===== src/rtl/alu_seq_pkg.sv =====
// Shared opcodes, FSM states and decode helpers for the iterative ALU (alu_seq).
package alu_seq_pkg;

    typedef enum logic [3:0] {
        OP_ADD  = 4'b0000,
        OP_ADDC = 4'b0001,
        OP_SUB  = 4'b0010,
        OP_SUBC = 4'b0011,
        OP_AND  = 4'b0100,
        OP_OR   = 4'b0101,
        OP_XOR  = 4'b0110,
        OP_ANDN = 4'b0111,
        OP_SHL  = 4'b1000,
        OP_SHR  = 4'b1001,
        OP_ROL  = 4'b1010,
        OP_ROR  = 4'b1011,
        OP_MUL  = 4'b1100
    } alu_op_e;

    typedef enum logic [1:0] {
        ST_IDLE  = 2'd0,
        ST_SHIFT = 2'd1,
        ST_MUL   = 2'd2
    } alu_state_e;

    // Shift/rotate opcodes share the 10xx prefix; bit 0 selects right, bit 1 selects rotate.
    function automatic logic is_shift_op(input logic [3:0] op);
        return op[3:2] == 2'b10;
    endfunction

endpackage


===== src/rtl/alu_seq_shift1.sv =====
// One-position shift/rotate step, iterated by the alu_seq FSM; returns {carry, value}.
module alu_seq_shift1
    import alu_seq_pkg::*;
#(
    parameter int WIDTH = 8
) (
    input  logic [WIDTH-1:0] value,
    input  logic             dir_right,
    input  logic             rotate,
    output logic [WIDTH:0]   result
);

    // The bit that falls off the end becomes the carry; rotate feeds it back in, shift zero-fills.
    always_comb begin
        if (dir_right) begin
            result = {value[0], (rotate ? value[0] : 1'b0), value[WIDTH-1:1]};
        end else begin
            result = {value[WIDTH-1], value[WIDTH-2:0], (rotate ? value[WIDTH-1] : 1'b0)};
        end
    end

endmodule


===== src/rtl/alu_seq.sv =====
// Multi-cycle ALU with valid/ready handshake: single-cycle arithmetic/logic, bit-serial shifts.
// Optional shift-add multiplier on opcode 1100 when ALU_SEQ_MUL_EN is defined.
module alu_seq
    import alu_seq_pkg::*;
#(
    parameter int WIDTH = 8,
    parameter int CNT_W = $clog2(WIDTH)
) (
    input  logic             clk_i,
    input  logic             rst_ni,
    input  logic             valid_i,
    output logic             ready_o,
    input  logic [3:0]       op_i,
    input  logic             carry_i,
    input  logic [CNT_W-1:0] count_i,
    input  logic [WIDTH-1:0] rs_i,
    input  logic [WIDTH-1:0] op2_i,
    output logic             valid_o,
    output logic [WIDTH-1:0] res_o,
    output logic             carry_o,
    output logic             zero_o
);

    alu_state_e       state;
    logic [WIDTH-1:0] work;
    logic [CNT_W-1:0] cnt;
    logic             shift_right_q;
    logic             shift_rot_q;
    logic [WIDTH:0]   step;
    logic [WIDTH:0]   sum;
    logic [WIDTH:0]   diff;
    logic             cin;
    logic [WIDTH-1:0] comb_res;
    logic             comb_carry;
    logic             start_shift;

    assign ready_o     = (state == ST_IDLE);
    assign start_shift = is_shift_op(op_i) && (count_i != '0);

    alu_seq_shift1 #(.WIDTH(WIDTH)) u_shift1 (
        .value     (work),
        .dir_right (shift_right_q),
        .rotate    (shift_rot_q),
        .result    (step)
    );

    // Single-cycle results; a zero-count shift/rotate passes rs_i through with no carry.
    always_comb begin
        cin        = op_i[0] ? carry_i : 1'b0;
        sum        = {1'b0, rs_i} + {1'b0, op2_i} + {{WIDTH{1'b0}}, cin};
        diff       = {1'b0, rs_i} - {1'b0, op2_i} - {{WIDTH{1'b0}}, cin};
        comb_res   = '0;
        comb_carry = 1'b0;
        case (alu_op_e'(op_i))
            OP_ADD, OP_ADDC: {comb_carry, comb_res} = sum;
            OP_SUB, OP_SUBC: {comb_carry, comb_res} = diff;
            OP_AND:          comb_res = rs_i & op2_i;
            OP_OR:           comb_res = rs_i | op2_i;
            OP_XOR:          comb_res = rs_i ^ op2_i;
            OP_ANDN:         comb_res = rs_i & ~op2_i;
            OP_SHL, OP_SHR, OP_ROL, OP_ROR: comb_res = rs_i;
            default: begin
                comb_res   = '0;
                comb_carry = 1'b0;
            end
        endcase
    end

`ifdef ALU_SEQ_MUL_EN
    logic [2*WIDTH-1:0] acc;
    logic [2*WIDTH-1:0] acc_next;
    logic [2*WIDTH-1:0] mcand;
    logic [WIDTH-1:0]   mplier;
    logic [CNT_W:0]     mul_cnt;
    logic               start_mul;

    assign start_mul = (op_i == OP_MUL);
    assign acc_next  = acc + (mplier[0] ? mcand : '0);

    // Shift-add: one partial product per cycle, multiplicand walks left as multiplier walks right.
    always_ff @(posedge clk_i) begin
        if (!rst_ni) begin
            acc     <= '0;
            mcand   <= '0;
            mplier  <= '0;
            mul_cnt <= '0;
        end else if (state == ST_IDLE && valid_i && start_mul) begin
            acc     <= '0;
            mcand   <= {{WIDTH{1'b0}}, rs_i};
            mplier  <= op2_i;
            mul_cnt <= (CNT_W+1)'(WIDTH);
        end else if (state == ST_MUL) begin
            acc     <= acc_next;
            mcand   <= mcand << 1;
            mplier  <= mplier >> 1;
            mul_cnt <= mul_cnt - 1'b1;
        end
    end
`endif

    // Output registers only move on a completion or reset; valid_o is a one-cycle pulse.
    always_ff @(posedge clk_i) begin
        if (!rst_ni) begin
            state         <= ST_IDLE;
            valid_o       <= 1'b0;
            res_o         <= '0;
            carry_o       <= 1'b0;
            zero_o        <= 1'b1;
            work          <= '0;
            cnt           <= '0;
            shift_right_q <= 1'b0;
            shift_rot_q   <= 1'b0;
        end else begin
            valid_o <= 1'b0;
            case (state)
                ST_IDLE: begin
                    if (valid_i) begin
                        work          <= rs_i;
                        cnt           <= count_i;
                        shift_right_q <= op_i[0];
                        shift_rot_q   <= op_i[1];
                        if (start_shift) begin
                            state <= ST_SHIFT;
`ifdef ALU_SEQ_MUL_EN
                        end else if (start_mul) begin
                            state <= ST_MUL;
`endif
                        end else begin
                            res_o   <= comb_res;
                            carry_o <= comb_carry;
                            zero_o  <= (comb_res == '0);
                            valid_o <= 1'b1;
                        end
                    end
                end
                ST_SHIFT: begin
                    work <= step[WIDTH-1:0];
                    if (cnt == CNT_W'(1)) begin
                        res_o   <= step[WIDTH-1:0];
                        carry_o <= step[WIDTH];
                        zero_o  <= (step[WIDTH-1:0] == '0);
                        valid_o <= 1'b1;
                        state   <= ST_IDLE;
                    end else begin
                        cnt <= cnt - 1'b1;
                    end
                end
`ifdef ALU_SEQ_MUL_EN
                ST_MUL: begin
                    if (mul_cnt == (CNT_W+1)'(1)) begin
                        res_o   <= acc_next[WIDTH-1:0];
                        carry_o <= |acc_next[2*WIDTH-1:WIDTH];
                        zero_o  <= (acc_next[WIDTH-1:0] == '0);
                        valid_o <= 1'b1;
                        state   <= ST_IDLE;
                    end
                end
`endif
                default: state <= ST_IDLE;
            endcase
        end
    end

endmodule

===== config.mk =====
export PLATFORM = sky130hd
export DESIGN_NAME = alu_seq
export DESIGN_NICKNAME = d
export VERILOG_FILES = /design/src/rtl/alu_seq_pkg.sv /design/src/rtl/alu_seq_shift1.sv /design/src/rtl/alu_seq.sv
export SDC_FILE = /design/constraint.sdc
export NUM_CORES = 1
export LEC_CHECK = 0
export CAP_MARGIN = 20
export CORE_MARGIN = 5
export CORE_UTILIZATION = 55
export CTS_CLUSTER_DIAMETER = 50
export CTS_CLUSTER_SIZE = 30
export DETAILED_ROUTE_END_ITERATION = 12
export PLACE_DENSITY = 0.88
export SETUP_SLACK_MARGIN = 0.2
export SYNTH_ARGS = -nofsm -noshare
export SYNTH_HDL_FRONTEND = slang
export SYNTH_SLANG_ARGS = --single-unit

===== constraint.sdc =====
create_clock -name clk_i -period 3.63 [get_ports clk_i]
set_input_delay 0.363 -clock clk_i [delete_from_list [all_inputs] [get_ports clk_i]]
set_output_delay 0.363 -clock clk_i [all_outputs]
set_load 0.03 [all_outputs]

; Word-level counts from Yosys, hierarchy flattened
; Cells that the tools add are included.
[word_totals]
regBits = 26
wordCells = 84
output_inout_bits = 12
input_bits = 27
[classes]
n_mux = 31
n_addsub = 5
n_eq_ne = 19
bitwise_logic = 5
reduce_logical = 15
[ops]
columns = operator, n
row1 = $pmux W8 S7, 1
row2 = $mux W8, 4
row3 = $pmux W8 S2, 2
row4 = $and A8 B8 Y8, 2
row5 = $eq A4 B3 Y1 const B, 4
row6 = $eq A4 B4 Y1 const B, 4
row7 = $logic_not A8 Y1, 2
row8 = $mux W1, 12
row9 = $add A8 B8 Y9, 1
row10 = $add A9 B1 Y9, 1
row11 = $mux W9, 1
row12 = $sub A8 B8 Y9, 1
row13 = $sub A9 B1 Y9, 1
row14 = $eq A4 B2 Y1 const B, 2
row15 = $ne A2 B2 Y1 const B, 4
row16 = $not A8 Y8, 1
row17 = $or A8 B8 Y8, 1
row18 = $pmux W1 S2, 4
row19 = $xor A8 B8 Y8, 1
row20 = $mux W2, 3
row21 = $mux W3, 2
row22 = $pmux W3 S2, 1
row23 = $reduce_and A3 Y1, 2
row24 = $eq A4 B1 Y1 const B, 1
row25 = 15 further kinds, 17

; Depth between registers and ports, before layout
; Gate-level depths: netlist of run 1.
[depth]
depth_word = 7
ltp_mapped = 13
depth_no_buf = 12

; Hierarchy
; From an unflattened synthesis of run 1, not the netlist that was laid out.
[unflattened]
cells_unflattened = 348
area_unflattened_um2 = 2772.7
[modules_own_cells]
columns = mod, seq_area_each_um2, cells_per_inst, instances, area_per_inst_um2
row1 = alu_seq, 500.5, 334, 1, 2633.8
row2 = alu_seq_shift1, 0.0, 14, 1, 138.9

; Least setup slack after synthesis of run 1
; OpenSTA, ideal clock, no wires.
[synth_path]
path_kind = in2reg
start = input port op_i[0]
end = register zero_o
required_time_ns = 3.561
arrival_time_ns = 2.973
setup_time_ns = 0.069
path_slack_ns = 0.588
path_stages = 13
path_buffers = 1
path_cell_list = buf_6 > nand2_1 > inv_1 > fa_1 > inv_1 > ha_1 > o21ai_0 > nand2_1 > xor2_1 > a211o_1 > or4_1 > or4_1 > o21ai_1
[synth_between]
elab_chain_cells = 7
word_cells_on_any_way = 23
cone_classes = add/sub (2) / eq/ne (11) / mux (5) / reduce/logical (5)
[synth_lines]
columns = item, line_no
row1 = "start, declared", alu_seq.sv:13  ; input logic [3:0] op_i,
row2 = "$mux W1, or another cell as far along", alu_seq.sv:49  ; cin = op_i[0] ? carry_i : 1'b0;
row3 = "$sub A9 B1 Y9, or another cell as far along", alu_seq.sv:51  ; diff = {1'b0, rs_i} - {1'b0, op2_i} - {{WIDTH{1'b0}}, cin};
row4 = $pmux W8 S7 (*), alu_seq.sv:54  ; case (alu_op_e'(op_i))
row5 = $logic_not A8 Y1 (*), alu_seq.sv:131  ; zero_o <= (comb_res == '0);
row6 = $mux W1 (*), alu_seq.sv:122  ; if (start_shift) begin
row7 = $mux W1 (*), alu_seq.sv:117  ; if (valid_i) begin
row8 = $pmux W1 S2 (*), alu_seq.sv:115  ; case (state)
row9 = "end signal, assigned", alu_seq.sv:131
row10 = "end signal, assigned", alu_seq.sv:141  ; zero_o <= (step[WIDTH-1:0] == '0);
row11 = "end, declared", alu_seq.sv:21  ; output logic zero_o
; Every way passes the cells marked *; elsewhere a longest branch is shown, timed or not. The select of a mux whose other input is x is not followed.
; A chain may end at the register's enable or synchronous reset.

; Worst setup path in the final report of run 1
; Same ends and word-level chain as after synthesis.

==> metrics.md, run 1 <==
| Metric | Value |
|---|---|
| Gpl congestion | `0.9660` |
| DRT Pass-1 Iters | `5` |
| Synth Instances | `355` |
| Worst min-delay path class | `flip-flop to flip-flop` |
| Leak | `1.489 nW` |
| Core area | `4786 um2` |
| Total Power | `0.9146 mW` |
| Util after Layout | `0.6865` |
| CTS tree | `built` |
| Syn Nets | `417` |
| Top delay family on crit path | `simple AND/OR/NAND/NOR gates` |
| Post-route insts no fill | `460` |
| Asr flop ratio synth | `0` |
| Latest clock arrival within the worst-skew pair | `0.27 ns` |
| Crit path capture | `zero_o` |
| Final setup vio count | `0` |
| Critical path class | `primary input to flip-flop` |
| Die area | `6512 um2` |
| FMAX | `0.3050 GHz` |
| Rows | `25` |
| Syn-to-layout area delta | `19.53%` |
| Vias | `2,715` |
| Initial core utilization | `0.5744` |
| Final ANT Viol Nets | `0` |
| Ports | `39` |
| First-pass GRT wire length | `11,900 um` |
| Rel. slew slack | `0.6384` |
| Met2 wire length | `3639 um` |
| Power per cell area | `278.4 nW/um2` |
| Initial antenna violation count | `0` |
| Startpoint Class | `primary input` |
| Crit path launch | `op_i[0]` |
| Seq cells post-synth | `25` |
| Clock share of power | `0.180` |
| Status | `finished, final reports clean` |
| Critical R2R Launch | `state[0]` |
| DP HPWL | `5918 um` |
| FF-to-FF End | `zero_o` |
| FF-to-FF path depth | `7` |
| Layout cells sized above 1 | `0.06870` |
| Wl on met1 | `3070 um` |
| Synth cell types | `58` |
| Clock buffer count from CTS | `3` |
| Worst Path Buf+Inv | `3` |
| Largest net degree at the start of global routing | `27` |
| Top layer reached by signal wires | `met4` |
| WL/cell | `16.18 um` |
| Vias in the first global route | `2,622` |
| Clock skew | `0.005115 ns` |
| Unrepaired setup endpoints after global routing | `no` |
| GR Util All Layers | `0.2319` |
| Worst Path Arrival | `3.48 ns` |
| Clock sink count | `25` |
| Crit path depth | `13` |
| Placed insts | `455` |
| H-tree Lvls | `1` |
| R2R setup slack | `1.16 ns` |
| Sw Pwr | `0.3408 mW` |
| Critical Path, Cell by Cell | `clkdlybuf4s50_1, nand2_2, inv_1, fa_2, inv_1, ha_1, o21ai_2, nand2_1, xor2_1, a211o_1, or4_1, or4_1, o21ai_1` |
| Netlist Area Pre-Place | `2749 um2` |
| Clock Tree Buf Depth | `2` |
| Syn Area/Cell | `7.743 um2` |
| Required time worst endpoint | `3.83 ns` |
| Pins Over Slew Limit | `0` |
| Post-synth top flop | `dfxtp_1` |
| Int Pwr | `0.5739 mW` |
| Iteration-0 DRC Markers | `213` |
| Number of synthesized flops with an enable pin | `0` |
| Clock-pin slew on the worst setup and hold paths | `0.08 ns` |
| Die width | `80.70 um` |
| Die height | `80.70 um` |
| Final hold vios | `0` |
| Register area share after synthesis | `0.1821` |
| Sw Share | `0.3726` |
| Number of diodes | `0` |
| Via density per instance | `5.902` |
| CP peak stage delay | `0.61 ns` |
| Slowest stage cell, crit path | `fa_2` |
| WL met3 | `533 um` |
| Reg power frac | `0.349` |
| Max Cap Viol | `0` |
| Actual slew at the worst max-slew pin | `0.5407 ns` |
| Setup TNS | `0 ns` |
| IO buf count | `38` |
| Overflow after GRT | `0` |
| Crit share post-route | `0.9033` |
| Filler cell count | `397` |
| Most frequent cells in the layout | `clkdlybuf4s50_1, inv_1, nand2_1` |
| Combinational fraction of design power | `0.471` |
| Most common cell after layout, fill and taps aside | `clkdlybuf4s50_1` |
| Warnings from Yosys | `0` |
| Worst Path Max Fanout | `3` |
| Clock root cell | `clkbuf_8` |
| Minimum clock period | `3.279 ns` |
| Worst Setup End Kind | `flip-flop` |
| DRC | `0` |
| Final #Nets | `456` |
| Peak supply drop | `0.0001392 V` |
| Drt total wl | `7445 um` |
==> registers in the layout, indices dropped and copies added (netlist names) <==
signal	count
shift_rot_q	1
state	1
work	8
cnt	3
zero_o	1
res_o	8
shift_right_q	1
valid_o	1
carry_o	1
==> Yosys cell counts, drive strengths merged, types with 6 or more instances <==
library cell,count,area share
dfxtp,25,0.18
nor2b,6,0.014
clkbuf,10,0.014
ha,31,0.14
nor3,6,0.013
o21ai,25,0.046
nand2,35,0.048
and2,6,0.015
inv,37,0.051
mux2i,18,0.066
nand3,6,0.011
a21oi,24,0.044
nand2b,11,0.025
xor2,8,0.025
buf,7,0.015
nor2,24,0.033
==> kinds of logic (layout without fill, tap and decap cells) <==
group / after synthesis / in the layout / synth area share
compound gates: 98 / 98 / 0.2335
buf+inv: 54 / 92 / 0.07920
fa+ha+maj: 35 / 35 / 0.1702
mux: 24 / 24 / 0.1065
xor+xnor: 10 / 10 / 0.03186
simple gates: 109 / 109 / 0.1966
flops: 25 / 25 / 0.1821
==> worst reg2reg max path: cells and delay by family, from the launching register on <==
kind	cells	cell delay, ns
AOI/OAI and AO/OA	3	0.70
and+or+nand+nor	3	1.19
DFF	1	0.32
buffers and inverters	1	0.21
==> final cells by class <==
class / count / area, um2 / share of cell area
Sequential cell: 25 / 500.5 / 0.1523
Timing Repair Buffer: 51 / 478.0 / 0.1455
Tap cell: 67 / 83.83 / 0.02551
Clock buffer: 4 / 45.04 / 0.01371
Inverter: 37 / 138.9 / 0.04227
Multi-Input combinational cell: 276 / 2039 / 0.6207
==> through the flow <==
step	setup slack, ns	hold WS [ns]	area [um2]
after floorplan	0.5884	0.4992	2749
after global placement	0.1151	0.4383	3224
after detailed placement	0.006470	0.4435	3224
after CTS	0.2744	0.4570	3269
after global routing	0.1911	0.4683	3286
final	0.3512	0.4526	3286
==> worst min path at each step <==
stage | startpoint | endpoint | cells past startpoint
final | res_o[6] | res_o[6] | 2
after floorplan | cnt[0] | cnt[0] | 1
after detailed placement | res_o[6] | res_o[6] | 2
after global placement | res_o[1] | res_o[1] | 2
after global routing | res_o[6] | res_o[6] | 2
after CTS | res_o[6] | res_o[6] | 2
==> power groups by stage <==
stage / Clock, mW / Sequential (mW) / Combinational (mW)
final: 0.164 / 0.320 / 0.431
after global routing: 0.174 / 0.323 / 0.468
after CTS: 0.165 / 0.319 / 0.418
after detailed placement: 0 / 0.325 / 0.416
after global placement: 0 / 0.324 / 0.404
after floorplan: 0 / 0.340 / 0.263
==> metal layers <==
metal | up-vias | track usage
met5 | - | 0
met4 | 0 | 0.1030
met3 | 24 | 0.01682
met2 | 122 | 0.4056
met1 | 1243 | 0.2888
li1 | 1326 | -
==> what timing repair did <==
| action | in CTS | in global routing |
|---|---|---|
| hold buffers | 0 | 0 |
| setup endpoints to repair | 0 | 1 |
| setup buffers | 0 | 1 |
| resized for setup | 0 | 5 |
Note: power is estimated with default switching activity, not from simulation.
==> inputs of run 2 (changes only) <==
==> constraint.sdc (replaced) <==
create_clock -name clk_i -period 3.63 [get_ports clk_i]
set_input_delay 1.089 -clock clk_i [delete_from_list [all_inputs] [get_ports clk_i]]
set_output_delay 1.089 -clock clk_i [all_outputs]
set_load 0.03 [all_outputs]
==> run 2 against run 1 <==
  * Die area unchanged
  * Total power rose by 15%
  * Combinational power grew 30%
  * Core utilization increased by 12 points
  * Worst hold slack better by 0.0053 ns
  * Sequential power about the same
  * Global-route usage rose by 3.5 points
  * Non-clock buffer count increased by 52
  * Wire length is 21% higher
  * Critical path depth is 2 lower
==> metrics.md, run 2 (synthesis results as in run 1) <==
| Metric | Value |
|---|---|
| Layout cells sized above 1 | `0.2562 (+0.1875)` |
| Area after DPL | `3613 um2 (+12%)` |
| Worst Setup End Kind | `flip-flop` |
| CTS tree | `built` |
| Sw Pwr | `0.3973 mW (+17%)` |
| WL/cell | `17.63 um (+8.9%)` |
| Max Cap Viol | `0 (unchanged)` |
| Syn-to-layout area delta | `40.56%` |
| Initial antenna violation count | `0 (unchanged)` |
| Post-route insts no fill | `512 (+11%)` |
| Overflow after GRT | `0 (unchanged)` |
| Clock skew | `0.003785 ns (-0.001330 ns)` |
| Register area | `500.5 um2 (unchanged)` |
| H-tree Lvls | `1 (unchanged)` |
| Sw Share | `0.3793 (+0.006690)` |
| Drt total wl | `9024 um (+21%)` |
| DRT Pass-1 Iters | `5 (unchanged)` |
| Rows | `25 (unchanged)` |
| Gpl congestion | `0.9172 (-5.1%)` |
| Unrepaired setup endpoints after global routing | `yes` |
| Crit share post-route | `0.9775 (+0.07426)` |
| Hold buffer count at CTS | `0 (unchanged)` |
| Critical path class | `primary input to flip-flop` |
| Startpoint Class | `primary input` |
| Ports | `39 (unchanged)` |
| DRC | `0 (unchanged)` |
| Die height | `80.70 um (unchanged)` |
| R2R setup slack | `1.10 ns (-0.06 ns)` |
| Clock Tree Buf Depth | `2 (unchanged)` |
| Util after Layout | `0.8073 (+0.1208)` |
| Required time worst endpoint | `3.84 ns (about the same)` |
| Most frequent cells in the layout | `buf_4, nand2_1, clkdlybuf4s50_1` |
| Number of diodes | `0 (unchanged)` |
| Die width | `80.70 um (unchanged)` |
| Final #Nets | `508 (+11%)` |
| Placed insts | `502 (+10%)` |
| Worst min-delay path class | `flip-flop to flip-flop` |
| Status | `finished, final reports clean` |
| Reg power frac | `0.305 (-0.044)` |
| Actual slew at the worst max-slew pin | `0.5346 ns (-0.006088 ns)` |
| Die area | `6512 um2 (unchanged)` |
| Peak supply drop | `0.0001425 V (+2.4%)` |
| Multi-input logic area | `2195 um2 (+7.6%)` |
| Final hold vios | `0 (unchanged)` |
| Vias in the first global route | `2,941 (+12%)` |
| Biggest registers after layout | `res_o x8, work x8, cnt x3` |
| DP HPWL | `6492 um (+9.7%)` |
| Most common cell after layout, fill and taps aside | `buf_4` |
| Vias | `3,113 (+15%)` |
| Initial core utilization | `0.5744 (unchanged)` |
| Largest net degree at the start of global routing | `27 (unchanged)` |
| Latest clock arrival within the worst-skew pair | `0.27 ns (about the same)` |
| Core area | `4786 um2 (unchanged)` |
| Finished Cell Area | `3864 um2 (+18%)` |
| Rel. slew slack | `0.6408 (+0.002446)` |
| IO buf count | `38 (unchanged)` |
| Clock sink count | `25 (unchanged)` |
| Clock-pin slew on the worst setup and hold paths | `0.09 ns (about the same)` |
| Minimum clock period | `3.548 ns (+0.2696 ns)` |
| Worst Path Max Fanout | `2 (-1)` |
| Filler cell count | `309 (-22%)` |
| Clock root cell | `clkbuf_8` |
| FMAX | `0.2818 GHz (-7.6%)` |
| WHS | `0.4580 ns (+0.005317 ns)` |
| Clock buffer count from CTS | `3 (unchanged)` |
| Post-place setup slack | `-0.6428 ns (-0.6493 ns)` |
| Iteration-0 DRC Markers | `257 (+21%)` |
| Clock share of power | `0.158 (-0.022)` |
| Setup ws final | `0.08159 ns (-0.2696 ns)` |
| Worst Path Arrival | `3.76 ns (+0.28 ns)` |
| Leak | `1.816 nW (+22%)` |
| Final ANT Viol Nets | `0 (unchanged)` |
| Int Pwr | `0.6502 mW (+13%)` |
| Final setup vio count | `0 (unchanged)` |
| Via density per instance | `6.080 (+3.0%)` |
| Combinational fraction of design power | `0.537 (+0.066)` |
| Power per cell area | `271.1 nW/um2 (-2.6%)` |
| First-pass GRT wire length | `13,460 um (+13%)` |
| Pins Over Slew Limit | `0 (unchanged)` |
| GR Util All Layers | `0.2665 (+0.03466)` |
## run 2: cell types whose count changed in the layout (fill, tap and decap cells not counted), moves of 4 or more
cell | before | now
buf_6 | 0 | 7
ha_1 | 31 | 26
clkdlybuf4s50_1 | 38 | 30
inv_2 | 0 | 8
dlymetal6s2s_1 | 0 | 4
ha_4 | 0 | 5
buf_4 | 13 | 60
inv_1 | 37 | 29
## run 2: metal layers
layer	wire, um	global-route usage	part of all wire
met5	0	0	0
met2	4500	0.4735	0.50
met4	378	0.1351	0.042
met3	571	0.02915	0.063
met1	3574	0.3134	0.40
## run 2: layout make-up
type	instances	share of cell area
Tap cell	67	0.02170
Timing Repair Buffer	103	0.2328
Inverter	37	0.03595
Multi-Input combinational cell	276	0.5680
Sequential cell	25	0.1295
Clock inverter	1	0.001295
Clock buffer	3	0.01069
## run 2: final timing paths
path,from,end,depth (start not counted)
hold reg to reg,res_o[4],res_o[4],2
setup / recovery,op_i[0],zero_o,11
hold / removal,res_o[4],res_o[4],2
setup reg to reg,state[0],zero_o,7
## run 2: worst max-delay path: stages
cell	delay [ns]
buf_8	0.08
nand2_4	0.05
buf_6	0.11
fa_2	0.38
fa_2	0.42
xor2_2	0.17
o22ai_2	0.12
a311o_1	0.28
or4_1	0.47
or4_1	0.48
o21ai_1	0.12
## run 2: power groups by stage
stage | clock network [mW] | registers, mW | logic [mW]
after floorplan | 0 | 0.340 | 0.271
after global placement | 0 | 0.323 | 0.467
after detailed placement | 0 | 0.325 | 0.486
after CTS | 0.166 | 0.319 | 0.513
after global routing | 0.178 | 0.323 | 0.600
final | 0.166 | 0.319 | 0.562
## run 2: repair_timing
item,CTS,global route
gates cloned,0,0
buffers inserted,6,0
endpoints found under the setup margin,6,6
gates resized for setup,30,32
pin swaps,12,13
## run 2: stage by stage
| stage | power [mW] | TNS (ns) |
|---|---|---|
| CTS | 0.9978 | 0 |
| global placement | 0.7909 | -1.930 |
| finish | 1.048 | 0 |
| floorplan | 0.6103 | -0.01336 |
| detailed placement | 0.8115 | -2.372 |
| global route | 1.101 | 0 |
==> inputs of run 3 (changes only) <==
CTS_CLUSTER_DIAMETER = unset   (was 50)
==> results of run 3 <==
No change in the layout: final DEF, timing and power equal those of run 2.
